**src/rtl/fp_vec_argmax.sv**
```systemverilog
// Streaming argmax/argmin over a LEN-element vector of sign-magnitude floats,
// returning the extreme element, its index and a NaN-seen flag.
module fp_vec_argmax #(
    parameter int unsigned EXP_W    = 5,
    parameter int unsigned MAN_W    = 10,
    parameter int unsigned LEN      = 16,
    parameter int unsigned IDX_W    = $clog2(LEN),
    parameter int unsigned NAN_PROP = 1
) (
    input  logic                   clk,
    input  logic                   rst,
    input  logic                   in_valid,
    output logic                   in_ready,
    input  logic [EXP_W+MAN_W:0]   in_data,
    input  logic                   in_min,
    output logic                   out_valid,
    input  logic                   out_ready,
    output logic [EXP_W+MAN_W:0]   out_data,
    output logic [IDX_W-1:0]       out_index,
    output logic                   out_nan,
    output logic                   busy
);

    localparam int unsigned W = 1 + EXP_W + MAN_W;

    typedef enum logic {ACC = 1'b0, HOLD = 1'b1} state_t;

    state_t            state, state_nxt;
    logic [IDX_W-1:0]  cnt, cnt_nxt;
    logic              min_mode;
    logic              accept, first, last, mode;
    logic              in_is_nan, best_is_nan, cand_better, take;

    // Maps sign-magnitude onto an unsigned key whose order matches the float order (-0 < +0).
    function automatic logic [W-1:0] order_key(input logic [W-1:0] v);
        order_key = v[W-1] ? {1'b0, ~v[W-2:0]} : {1'b1, v[W-2:0]};
    endfunction

    function automatic logic is_nan(input logic [W-1:0] v);
        is_nan = (&v[W-2:MAN_W]) && (|v[MAN_W-1:0]);
    endfunction

    // Replacement decision for the running best
    always_comb begin
        accept      = in_valid & in_ready;
        first       = (cnt == '0);
        last        = (cnt == IDX_W'(LEN - 1));
        mode        = first ? in_min : min_mode;
        in_is_nan   = is_nan(in_data);
        best_is_nan = is_nan(out_data);
        cand_better = mode ? (order_key(in_data) < order_key(out_data))
                           : (order_key(in_data) > order_key(out_data));
        take        = 1'b0;
        if (NAN_PROP != 0) begin
            take = !best_is_nan && (in_is_nan || cand_better);
        end else begin
            take = !in_is_nan && (best_is_nan || cand_better);
        end
    end

    // Next state and element counter
    always_comb begin
        state_nxt = state;
        cnt_nxt   = cnt;
        case (state)
            ACC: begin
                if (accept) begin
                    cnt_nxt = last ? '0 : IDX_W'(cnt + 1'b1);
                    if (last) begin
                        state_nxt = HOLD;
                    end
                end
            end
            HOLD: begin
                if (out_valid && out_ready) begin
                    state_nxt = ACC;
                end
            end
            default: state_nxt = ACC;
        endcase
    end

    // State, counter and handshake outputs, registered from the next state
    always_ff @(posedge clk or posedge rst) begin
        if (rst) begin
            state     <= ACC;
            cnt       <= '0;
            in_ready  <= 1'b1;
            out_valid <= 1'b0;
            busy      <= 1'b0;
        end else begin
            state     <= state_nxt;
            cnt       <= cnt_nxt;
            in_ready  <= (state_nxt == ACC);
            out_valid <= (state_nxt == HOLD);
            busy      <= (state_nxt == ACC) && (cnt_nxt != '0);
        end
    end

    // Running best doubles as the result register; it is frozen while in HOLD
    always_ff @(posedge clk or posedge rst) begin
        if (rst) begin
            out_data  <= '0;
            out_index <= '0;
            out_nan   <= 1'b0;
            min_mode  <= 1'b0;
        end else if (accept) begin
            if (first) begin
                out_data  <= in_data;
                out_index <= '0;
                out_nan   <= in_is_nan;
                min_mode  <= in_min;
            end else begin
                if (take) begin
                    out_data  <= in_data;
                    out_index <= cnt;
                end
                out_nan <= out_nan | in_is_nan;
            end
        end
    end

endmodule

```
**config.mk**
```make
export PLATFORM = sky130hd
export DESIGN_NAME = fp_vec_argmax
export DESIGN_NICKNAME = d
export VERILOG_FILES = /design/src/rtl/fp_vec_argmax.sv
export SDC_FILE = /design/constraint.sdc
export NUM_CORES = 1
export LEC_CHECK = 0
export CORE_MARGIN = 3
export CORE_UTILIZATION = 40
export CTS_BUF_LIST = sky130_fd_sc_hd__clkbuf_4 sky130_fd_sc_hd__clkbuf_8 sky130_fd_sc_hd__clkbuf_16
export CTS_CLUSTER_SIZE = 25
export DETAILED_ROUTE_END_ITERATION = 7
export GPL_ROUTABILITY_DRIVEN = 0
export PLACE_DENSITY = 0.69
export SYNTH_ARGS = -nofsm -noshare
export SYNTH_HDL_FRONTEND = slang
export SYNTH_SLANG_ARGS = --single-unit
```
**constraint.sdc**
```tcl
create_clock -name clk -period 3.3 [get_ports clk]
set_input_delay 0.825 -clock clk [delete_from_list [all_inputs] [get_ports clk]]
set_output_delay 0.825 -clock clk [all_outputs]
set_load 0.02 [all_outputs]
```
==> summary.txt, run 1 <==
Clocking
  • Clock Latency Late Sink: 0.28 ns
  • Clock Sinks: 29
  • CTS Buf Count: 5
  • Worst-path clk slew: around 0.060 ns
  • Hold Buf Count CTS: 0
  • CTS H-tree lvls: 2
  • Clk buf depth: 2
  • CTS Root Cell: clkbuf_8
  • CTS tree: built

Logic synthesis
  • Synth Area per Inst: about 11 um^2
  • Cells taking the most area after synthesis: dfrtp_1 36%, ha_1 12%, mux2_4 7.7%, xnor2_1 7.2%, xor2_1 6.8%
  • Synth top area share: 0.360
  • Synthesized cell area: between 1500 and 2000 um^2
  • Synthesized instance count: 184
  • Post-synth EDFFs: 0
  • Seq/Total Area, Yosys: 0.374
  • Top post-synthesis cells by count: 28 x dfrtp_1, 19 x nand2_1, 18 x ha_1
  • Ys async rst share: 1.00
  • Cell taking the most area after synthesis: dfrtp_1
  • Top-count cell post-synth: dfrtp_1
  • Synthesized netlist net count: 223
  • Yosys warns: 0
  • Post-synth cell types: 35
  • Synth Register Bits: 29
  • Commonest register cell after synthesis: dfrtp_1

Detailed routing
  • Vias/cell: between 4 and 5
  • Post-DRT Antenna Nets: 0
  • Via count: around 1600
  • DRT Pass-1 Iters: 4
  • DR iter-0 viols: 63
  • Wire per inst: between 10 and 15 um
  • Total wire length: 4560 um
  • Drt drc: 0

Pwr
  • Clk network pwr share: 0.098
  • Sw Ratio: 0.409
  • Sequential Power Share: 0.239
  • Peak VDD IR: 0.000422 V
  • Psw: roughly 1.2 mW
  • Pint: around 1.7 mW
  • Final Total Pwr: between 2 and 3 mW
  • Comb pwr share: 0.662
  • Pwr/cell area: 1040 nW/um^2
  • Leakage: about 1.3 nW

Global routing
  • GRT Total Usage: 0.173
  • Largest net degree at the start of global routing: 30
  • Initial antenna violation count: 0
  • Number of global-route vias before repair: between 1500 and 2000
  • Gr ovfl total: 0
  • First-pass GRT wire length: between 7000 and 8000 um

Cells and area
  • Ant. Diodes: 0
  • Share of layout cells above drive strength 1: 0.248
  • Fin nets: just under 300
  • Fill cells: between 300 and 400
  • Area grow syn2layout: 45.9%

Die
  • Die width: approximately 76 um
  • IO Pins: 45
  • Die area: between 5000 and 6000 um^2
  • Initial Util: 0.429
  • # rows: 24
  • Die height: around 76 um
  • Core area: between 4000 and 5000 um^2

Setup path
  • CP Max Fanout: 8
  • Worst setup EP type: register
  • WS Path Type: in -> reg
  • Required time of the critical path: between 3 and 4 ns
  • WP data arrival: around 3.4 ns
  • R2r setup slk: around 0.34 ns
  • Crit start category: input pin

Timing
  • Rel. slew slack: 0.698
  • Final hold violation count: 0
  • Slew @ Worst Pin: approximately 0.45 ns
  • Final WS setup: between 0.09 and 0.1 ns
  • Minimum clock period: about 3.2 ns
  • Slew Viols, Final: 0
  • Count of final setup violators: 0
  • Fin Hold WS: approximately 0.49 ns
  • Tcrit/Tclk final: 0.970
  • Worst Skew: 0.00374 ns
  • RSZ-0062 raised after global routing: no
  • F_max: 0.312 GHz

Job
  • Maxcap violations: 0

Worst hold path
  • Hold crit path type: reg -> reg

Placement
  • Port bufs: 44
  • Post-Place Setup Slack: -0.617 ns
  • Detail Placement HPWL: around 3400 um

Run status
  • Outcome: finished, final reports clean
[sequential cells by signal (all words and copies together) (netlist names)]
register   cells
busy           1
cnt            4
in_ready       1
min_mode       1
out_data      16
out_index      4
out_nan        1
state          1
[worst max-delay path: stages]
cell and delay, ns:
buf_6 0.11, buf_12 0.14, xor2_2 0.17, ha_1 0.31, nand4_1 0.16, nor2_1 0.06
o2bb2ai_1 0.11, or4_4 0.55, mux2i_4 0.21, a31oi_4 0.21, buf_6 0.19, mux2_4 0.31
[layout by cell type (no fill, tap or decap), types with 2 or more instances in the layout]
cell             count
dlymetal6s2s_1       2
clkbuf_8             5
buf_4               23
dlygate4sd2_1       10
dfrtp_1             28
mux2_4              16
xnor2_1             15
nand2_1             19
a21oi_2              4
ha_1                18
nand3_1              4
buf_6                2
clkdlybuf4s50_1     30
a21oi_1              2
nor4_1               6
nor2_1              10
inv_1                8
clkinv_2             2
mux2i_1              4
o21ai_0              5
xor2_1              14
nand4_1              6
[through the flow]
| stage | TNS, ns | utilization | cells | instance area [um^2] |
|---|---|---|---|---|
| final | 0 | 0.626 | 323 | 2840 |
| after floorplan | -2.07 | - | 184 | 1990 |
| after detailed placement | -10.98 | 0.583 | 313 | 2640 |
| after global routing | 0 | 0.626 | 323 | 2840 |
| after global placement | -10.23 | 0.583 | 313 | 2640 |
| after CTS | 0 | 0.616 | 323 | 2790 |
[per-layer routing]
layer / GRT usage / part of all wire / vias up
met5: 0 / 0 / -
met4: 0.0485 / 0.011 / 0
met3: 0.0435 / 0.043 / 8
met2: 0.259 / 0.46 / 34
met1: 0.246 / 0.48 / 766
li1: - / - / 800
[path summary, 6_finish.rpt]
path                              start     endpoint  cells past startpoint
min in group asynchronous           rst  out_data[6]                      3
setup / recovery            in_data[15]  out_data[0]                     12
hold / removal                 min_mode     min_mode                      2
setup reg to reg           out_data[15]  out_data[0]                     11
max in group asynchronous           rst     in_ready                      3
hold reg to reg                min_mode     min_mode                      2
[power groups by stage]
stage / combinational [mW] / clock [mW] / sequential [mW]
global route: 2.13 / 0.310 / 0.736
finish: 1.95 / 0.289 / 0.704
floorplan: 1.06 / 0 / 0.839
global placement: 1.76 / 0 / 0.707
detailed placement: 1.79 / 0 / 0.708
CTS: 1.90 / 0.298 / 0.705
[cell families (layout without fill, tap and decap cells)]
logic type               count (synthesis)  in the layout  synth area share
adder cells (fa/ha/maj)                 18             18             0.116
AND/OR/NAND/NOR                         49             49             0.120
flip-flops                              29             29             0.374
AO/OA/AOI/OAI                           22             22            0.0772
buffers and inverters                   13             87            0.0289
XOR/XNOR                                31             31             0.140
multiplexers                            22             22             0.145
[layout make-up]
| cell class | count | area, um^2 | share of cell area |
|---|---|---|---|
| Timing Repair Buffer | 71 | 681 | 0.240 |
| Tap cell | 65 | 81.3 | 0.0286 |
| Multi-Input combinational cell | 142 | 1230 | 0.435 |
| Clock buffer | 6 | 76.3 | 0.0269 |
| Clock inverter | 2 | 10.0 | 0.00353 |
| Inverter | 8 | 30.0 | 0.0106 |
| Sequential cell | 29 | 727 | 0.256 |
[repair_timing]
item,CTS,global route
pin swaps,15,12
cloned,1,0
buffers inserted,1,0
setup endpoints to repair,20,16
resized for setup,25,16
Note: power is estimated with default switching activity, not from simulation.
==> run 2: changes to the inputs <==
REMOVE_ABC_BUFFERS = 1   (was default)
==> run 2 against run 1 <==
Count of clock-buffer cells in the layout is 1 lower. Via count about the same. Wire length is 7.1% higher. Hold slack improved by 0.0056 ns. Die area unchanged. Final cell count fell by 0.31%. Flip-flop and latch count unchanged. Highest routed layer unchanged.
==> summary.txt, run 2 (same netlist as run 1, synthesis figures left out) <==
Global routing
  • Number of global-route vias before repair: 1702 (+8.6%)
  • GRT Total Usage: 0.186 (+0.0130)
  • First-pass GRT wire length: 7890 um (+4.8%)
  • Initial antenna violation count: 0 (unchanged)
  • Largest net degree at the start of global routing: 30 (unchanged)
  • Gr ovfl total: 0 (unchanged)

Placement
  • Inst Count DP: 309 (-1.3%)
  • Port bufs: 44 (unchanged)
  • Detail Placement HPWL: 3390 um (-1.6%)
  • Post-Place Setup Slack: -0.667 ns (-0.0503 ns)

Setup path
  • CP Max Fanout: 8 (unchanged)
  • Required time of the critical path: 3.47 ns (about the same)
  • Buf/Inv on CP: 3 (unchanged)
  • WP data arrival: 3.45 ns (+0.08 ns)
  • CP Cell Sequence: buf_4, buf_12, xor2_1, ha_1, a21oi_2, o21a_1, o2bb2ai_1, or4_4, mux2i_4, a31oi_4, buf_6, mux2_2
  • CP peak stage delay: 0.54 ns (about the same)
  • Delay-heaviest family, CP: compound AO/OA/AOI/OAI gates
  • Worst-case reg-to-reg path depth: 11 (unchanged)
  • Critical path depth in cells: 12 (unchanged)
  • WS Path Type: in -> reg
  • R2r setup slk: 0.19 ns (-0.15 ns)
  • Crit start category: input pin
  • Worst setup EP type: register
  • Slowest cell on the critical path: or4_4

Timing
  • Rel. slew slack: 0.672 (-0.0258)
  • F_max: 0.306 GHz (-2.1%)
  • Tcrit/Tclk final: 0.991 (+0.0211)
  • Count of final setup violators: 0 (unchanged)
  • Slew Viols, Final: 0 (unchanged)
  • Final WS setup: 0.0293 ns (-0.0695 ns)
  • RSZ-0062 raised after global routing: yes
  • Final hold violation count: 0 (unchanged)
  • Slew @ Worst Pin: 0.485 ns (+0.0383 ns)
  • Minimum clock period: 3.27 ns (+0.0695 ns)
  • Worst Skew: 0.00596 ns (+0.00222 ns)
  • Fin Setup TNS: 0 ns (unchanged)

Die
  • Die height: 75.7 um (unchanged)
  • # rows: 24 (unchanged)
  • IO Pins: 45 (unchanged)
  • Die width: 75.7 um (unchanged)
  • Initial Util: 0.429 (unchanged)
  • Die area: 5740 um^2 (unchanged)
  • Core area: 4530 um^2 (unchanged)

Detailed routing
  • Wire per inst: 15.2 um (+7.5%)
  • Post-DRT Antenna Nets: 0 (unchanged)
  • DR iter-0 viols: 57 (-9.5%)
  • DRT Pass-1 Iters: 4 (unchanged)
  • Total wire length: 4880 um (+7.1%)
  • Drt drc: 0 (unchanged)
  • Vias/cell: 5.00 (+0.37%)
  • Via count: 1609 (+0.062%)

Pwr
  • Psw: 1.25 mW (+3.9%)
  • Pwr/cell area: 1050 nW/um^2 (+1.8%)
  • Peak VDD IR: 0.000398 V (-5.7%)
  • Clk network pwr share: 0.099 (about the same)
  • Comb pwr share: 0.662 (about the same)
  • Leakage: 1.24 nW (-3.5%)
  • Pint: 1.73 mW (-0.51%)
  • Sw Ratio: 0.419 (+0.0104)
  • Sequential Power Share: 0.238 (about the same)

Clocking
  • CTS Buf Count: 5 (unchanged)
  • CTS H-tree lvls: 2 (unchanged)
  • Clock Latency Late Sink: 0.29 ns (about the same)
  • CTS Root Cell: clkbuf_8
  • CTS tree: built
  • Worst-path clk slew: 0.07 ns (about the same)
  • Clk buf depth: 2 (unchanged)
  • Clock Sinks: 29 (unchanged)
  • Hold Buf Count CTS: 0 (unchanged)

Cells and area
  • Core Util, Final: 0.623 (-0.00331)
  • Max reg flops: 16 (unchanged)
  • Share of layout cells above drive strength 1: 0.249 (+0.000965)
  • Fill cells: 381 (-3.1%)
  • Largest Register: out_data
  • Area grow syn2layout: 45.1%
  • Multi-input combinational cell area: 1220 um^2 (-0.81%)
  • Ant. Diodes: 0 (unchanged)
  • Register area: 727 um^2 (unchanged)
  • Fin nets: 295 (-0.34%)
  • Commonest non-fill, non-tap cell in the layout: clkdlybuf4s50_1
  • Post-route insts no fill: 322 (-0.31%)
  • Largest regs: out_data: 16 flops, cnt: 4 flops, out_index: 4 flops
  • Commonest non-fill, non-tap cells in the layout: 31 x clkdlybuf4s50_1, 28 x dfrtp_1, 22 x buf_4

Worst hold path
  • Hold crit path type: reg -> reg
  • Hold Crit Depth: 2 (unchanged)

Run status
  • Outcome: finished, final reports clean

Job
  • Maxcap violations: 0 (unchanged)
[run 2: area by class of cell]
type,count,area share
clock buffer,5,0.0244
tap,65,0.0288
inverter,8,0.0106
sequential,29,0.257
clock inverter,3,0.00620
multi-input combinational,142,0.433
timing repair buffer,70,0.239
[run 2: power groups by stage]
stage          clock [mW]  sequential (mW)  combinational (mW)
5_1_grt             0.323            0.741                2.16
2_1_floorplan           0            0.873               0.995
4_1_cts             0.303            0.712                2.02
6_report            0.296            0.709                1.97
3_5_place_dp            0            0.715                1.79
3_3_place_gp            0            0.709                1.76
[run 2: layer usage]
metal	global-route usage	up-vias	routed length, um
li1	-	794	-
met1	0.237	770	2160
met2	0.302	35	2420
met3	0.0462	10	215
met4	0.0699	0	82
met5	0	-	0
[run 2: worst paths after layout]
| check | start | end |
|---|---|---|
| max | in_data[15] | out_data[7] |
| min in group asynchronous | rst | busy |
| max in group asynchronous | rst | in_ready |
| max reg2reg | out_data[15] | out_data[7] |
| min reg2reg | out_nan | out_nan |
| min | out_nan | out_nan |
[run 2: worst register-to-register path: cells and delay by family, from the launching register on]
family | cells | cell delay, ns
simple gates | 1 | 0.54
flops | 1 | 0.38
compound gates | 4 | 0.52
buf+inv | 2 | 0.40
xor+xnor | 1 | 0.32
fa+ha+maj | 1 | 0.27
mux | 2 | 0.56
[run 2: timing repair]
item / in CTS / in global routing
pin swaps: 19 / 8
endpoints found under the setup margin: 20 / 16
cloned: 2 / 1
resized for setup: 30 / 5
endpoints found under the hold margin: 0 / 0
setup buffers: 4 / 0
[run 2: per-stage QoR]
step	power (mW)	hold WS [ns]	area [um^2]
floorplan	1.87	0.440	1920
global placement	2.47	0.453	2620
detailed placement	2.51	0.481	2620
CTS	3.03	0.495	2830
global route	3.23	0.542	2820
finish	2.98	0.493	2820
